==> config.mk <==
export PLATFORM = sky130hd
export DESIGN_NAME = sync_fifo_flags
export DESIGN_NICKNAME = d
export VERILOG_FILES = /design/src/rtl/sync_fifo_flags.sv
export SDC_FILE = /design/constraint.sdc
export NUM_CORES = 1
export LEC_CHECK = 0
export BUFFER_PORTS_ARGS = -buffer_cell sky130_fd_sc_hd__buf_2
export CORE_UTILIZATION = 60
export DETAILED_ROUTE_END_ITERATION = 8
export PLACE_DENSITY = 0.75
export SETUP_SLACK_MARGIN = 0.1
export SLEW_MARGIN = 10
export SYNTH_ARGS = -nofsm -noshare
export SYNTH_HDL_FRONTEND = slang
export SYNTH_SLANG_ARGS = --single-unit
==> constraint.sdc <==
create_clock -name clk -period 6 [get_ports clk]
set_clock_uncertainty 0.05 [all_clocks]
set_input_delay 0 -clock clk [delete_from_list [all_inputs] [get_ports clk]]
set_output_delay 0 -clock clk [all_outputs]
set_load 0.01 [all_outputs]
==> src/rtl/sync_fifo_flags.sv <==
// Single-clock first-word-fall-through FIFO with occupancy count, programmable
// almost-full/almost-empty thresholds, synchronous flush and sticky error flags.
module sync_fifo_flags #(
  parameter int unsigned WIDTH      = 8,
  parameter int unsigned DEPTH      = 4,
  parameter int unsigned AFULL_THR  = 12,
  parameter int unsigned AEMPTY_THR = 2
) (
  input  logic             clk,
  input  logic             rst_ni,
  input  logic             clr,
  input  logic [WIDTH-1:0] dat_i,
  input  logic             wen,
  output logic             full,
  output logic             afull,
  output logic [WIDTH-1:0] dat_o,
  input  logic             ren,
  output logic             empty,
  output logic             aempty,
  output logic [DEPTH:0]   count,
  output logic             ovf,
  output logic             udf
);

  localparam int unsigned Entries   = 2 ** DEPTH;
  localparam logic [DEPTH:0] MaxCount  = (DEPTH + 1)'(Entries);
  localparam logic [DEPTH:0] AfullThr  = (DEPTH + 1)'(AFULL_THR);
  localparam logic [DEPTH:0] AemptyThr = (DEPTH + 1)'(AEMPTY_THR);

  logic [WIDTH-1:0] mem_q [Entries];
  logic [DEPTH-1:0] wptr_q, wptr_d;
  logic [DEPTH-1:0] rptr_q, rptr_d;
  logic [DEPTH:0]   count_q, count_d;
  logic             ovf_q, ovf_d;
  logic             udf_q, udf_d;
  logic             wr_ok, rd_ok;

  // Flags come only from the registered count, so they carry no input paths.
  assign full   = (count_q == MaxCount);
  assign empty  = (count_q == '0);
  assign afull  = (count_q >= AfullThr);
  assign aempty = (count_q <= AemptyThr);
  assign count  = count_q;
  assign ovf    = ovf_q;
  assign udf    = udf_q;
  assign dat_o  = mem_q[rptr_q];

  assign wr_ok = wen & ~full;
  assign rd_ok = ren & ~empty;

  always_comb begin
    wptr_d  = wptr_q;
    rptr_d  = rptr_q;
    count_d = count_q;
    ovf_d   = ovf_q;
    udf_d   = udf_q;
    if (clr) begin
      wptr_d  = '0;
      rptr_d  = '0;
      count_d = '0;
      ovf_d   = 1'b0;
      udf_d   = 1'b0;
    end else begin
      if (wr_ok) wptr_d = wptr_q + 1'b1;
      if (rd_ok) rptr_d = rptr_q + 1'b1;
      if (wr_ok && !rd_ok) count_d = count_q + 1'b1;
      if (rd_ok && !wr_ok) count_d = count_q - 1'b1;
      if (wen && full)  ovf_d = 1'b1;
      if (ren && empty) udf_d = 1'b1;
    end
  end

  always_ff @(posedge clk) begin
    if (!rst_ni) begin
      wptr_q  <= '0;
      rptr_q  <= '0;
      count_q <= '0;
      ovf_q   <= 1'b0;
      udf_q   <= 1'b0;
    end else begin
      wptr_q  <= wptr_d;
      rptr_q  <= rptr_d;
      count_q <= count_d;
      ovf_q   <= ovf_d;
      udf_q   <= udf_d;
    end
  end

  // Storage is deliberately left unreset.
  always_ff @(posedge clk) begin
    if (rst_ni && !clr && wr_ok) begin
      mem_q[wptr_q] <= dat_i;
    end
  end

endmodule

==> results by group <==
Status
  – Status: complete, no violations

Synthesis
  – Multiplexer area fraction after synthesis: 12.9%
  – EDFF count, synth: 128
  – Synthesized instance count: between 300 and 400
  – Synth async-reset ratio: 0%
  – XOR/XNOR Fraction of Synth Area: 0.889%
  – Synth cell types: 43
  – Synthesized area per cell: between 15 and 20 um2
  – Adder-cell share of the synthesized area: ~1.7%
  – Synth Area in Simple Gates: between 6 and 7%
  – Post-Synthesis Cell Area: roughly 5900 um2
  – Area fraction in compound gates after synthesis: 4.95%
  – Seq cells post-synth: ~150
  – Ys Warns: 0
  – Synthesized net count: around 360
  – Sequential fraction of the synthesis area: a little under three quarters
  – Top FF cell, synth: edfxtp_1
  – Largest family of logic cells by synthesized area: multiplexers

Drt
  – Remaining DRCs: 0
  – Drt total wl: ~11000 um
  – Wire per inst: 21.8 um
  – DRT Pass-1 Iters: 5
  – Post-route ant nets: 0
  – Vias: around 3200
  – Via density per instance: about 6
  – First DRT Iteration DRCs: 197

Worst setup path
  – CP Class: reg2reg
  – Startpoint types: flip-flop
  – Crit path max fanout: 11
  – CP required: about 6400 ps
  – Arrival @ worst endpoint: about 3400 ps
  – CP endpoint kind: flip-flop
  – Cell depth of the worst flop-to-flop path: 8

STA
  – Slack of the critical path: slightly below 3000 ps
  – Max Fclk: between 0.3 and 0.4 GHz
  – Period utilisation layout: ~51%
  – Setup TNS: 0 ps
  – Tmin final: roughly 3000 ps
  – Slew headroom: between 30% and 40%
  – Slew Limit Fails: 0
  – Final setup vio count: 0
  – RSZ-0062 raised after global routing: false
  – Hold Fails Final Rpt: 0
  – Worst Tran Pin Value: just over 1000 ps

Floorplanning
  – Chip height: between 100 and 150 um
  – Die area: slightly above 10000 um2
  – Initial Util: a little over three fifths
  – Core area: around 9400 um2
  – Die W: roughly 100 um
  – Rows: 35
  – Top-Level Pins: 32

CTS
  – Skew-Pair Late Insertion Delay: roughly 520 ps
  – Hold Buf Count CTS: 13
  – Clock sink count: around 150
  – Max clock buf depth: 2
  – Num CTS Buffers: 17
  – H-tree depth: 4
  – Root buffer cell: clkbuf_8
  – Reg clk slew, reported paths: ~60 ps
  – CTS tree: yes
  – Post_cts resized: 0
  – # Post-CTS Setup Buffers: 0

Pwr
  – PD cells: between 300 and 400 nW/um2
  – Max IR drop VDD: about 0.22 mV
  – Overall power: 2230 uW
  – Lkg Pwr: between 0.002 and 0.0025 uW

Cells and area
  – Nets: 405
  – Commonest non-fill, non-tap cells in the layout: edfxtp_1 (128), nor2_1 (36), mux4_2 (32)
  – Share of cells above drive strength 1: about a quarter
  – Syn-to-layout area delta: 15.9%
  – Final Non-Filler Cells: 525
  – Most common cell after layout, fill and taps aside: edfxtp_1
  – Final core occ: 72.8%
  – ANT cells: 0

Global route
  – Initial antenna violation count: 0
  – Vias in the first global route: about 3200
  – First-pass GRT wire length: about 17000 um
  – GRT Overall Usage: 24.5%
  – Total gr overflow: 0
  – Largest net degree at the start of global routing: 33

Place
  – Placed Cells: slightly below 500
  – Worst slack, placed: ~3000 ps
  – Port buffer count: 31
  – Routability cong.: 0.767
  – DPL Wire Length: 6770 um

Worst hold path
  – Hold Path Depth: 4
  – Hold Path Class: in2reg

Run
  – Max-cap violation count: 0
[per-layer routing]
metal  vias to the layer above  track usage, %  wire [um]
met4                         0            9.14        142
li1                       1422               -          -
met3                        14            5.38        644
met5                         -               0          0
met1                      1597            32.9       4850
met2                       134            40.1       5790
[metrics by stage]
step / hold slack, ps / cell area, um2
after floorplan: 48.9 / 5910
after global placement: 281 / 6150
after detailed placement: 290 / 6150
after CTS: 278 / 6860
after global routing: 322 / 6860
final: 328 / 6860
[area by class of cell]
type / instances / area (um2)
clock buffer: 17 / 414
clock inverter: 14 / 164
fill: 570 / 2560
inverter: 6 / 22.5
multi-input combinational: 166 / 1570
sequential: 147 / 4230
tap: 129 / 161
timing repair buffer: 46 / 300
[flip-flops by register name (all words and copies together) (netlist names), named ones only]
name	flops
count	5
mem_q	128
ovf	1
rptr_q	4
udf	1
wptr_q	4
[path summary, 6_finish.rpt]
| kind | startpoint | to | slack [ps] |
|---|---|---|---|
| worst max-delay path | count[2] | count[4] | 2960 |
| worst min-delay path | wen | ovf | 330 |
| worst max register to register | count[2] | count[4] | 2960 |
| worst min register to register | ovf | ovf | 430 |
[power by group]
group          total, uW  switching [uW]  internal [uW]
clock network       1030             400            628
registers           1120            3.93           1110
logic               79.4            46.4           33.0
total               2230             450           1780
[cell usage after synthesis, types with 2 or more instances]
library cell	count	area share, %
clkbuf_1	9	0.57
or4_1	2	0.25
mux4_2	32	12
edfxtp_1	128	65
dfxtp_1	19	6.4
a21oi_1	2	0.17
buf_2	4	0.34
mux2i_1	4	0.68
nor2b_1	4	0.42
nor2_1	36	2.3
buf_6	3	0.57
inv_1	6	0.38
ha_1	8	1.7
buf_1	3	0.19
a22oi_1	16	2.0
nand3_1	3	0.25
o31ai_1	2	0.25
nand2b_1	2	0.21
nand2_1	22	1.4
nand3b_1	3	0.38
o211ai_1	4	0.51
xor2_1	5	0.74
[cell families after synthesis]
family                   Yosys count
flip-flops                       147
AND/OR/NAND/NOR                   79
AO/OA/AOI/OAI                     37
multiplexers                      36
buffers and inverters             25
adder cells (fa/ha/maj)            8
XOR/XNOR                           6
[worst max-delay path, cell delays in order, from the launching register on]
cell and delay [ps]:
dfxtp_1 410, or4_4 610, o21a_1 320, inv_1 100, ha_1 330, ha_1 360, a31o_2 260, a221oi_1 330
mux2i_1 210
No activity file was read; power rests on OpenSTA's default activity.
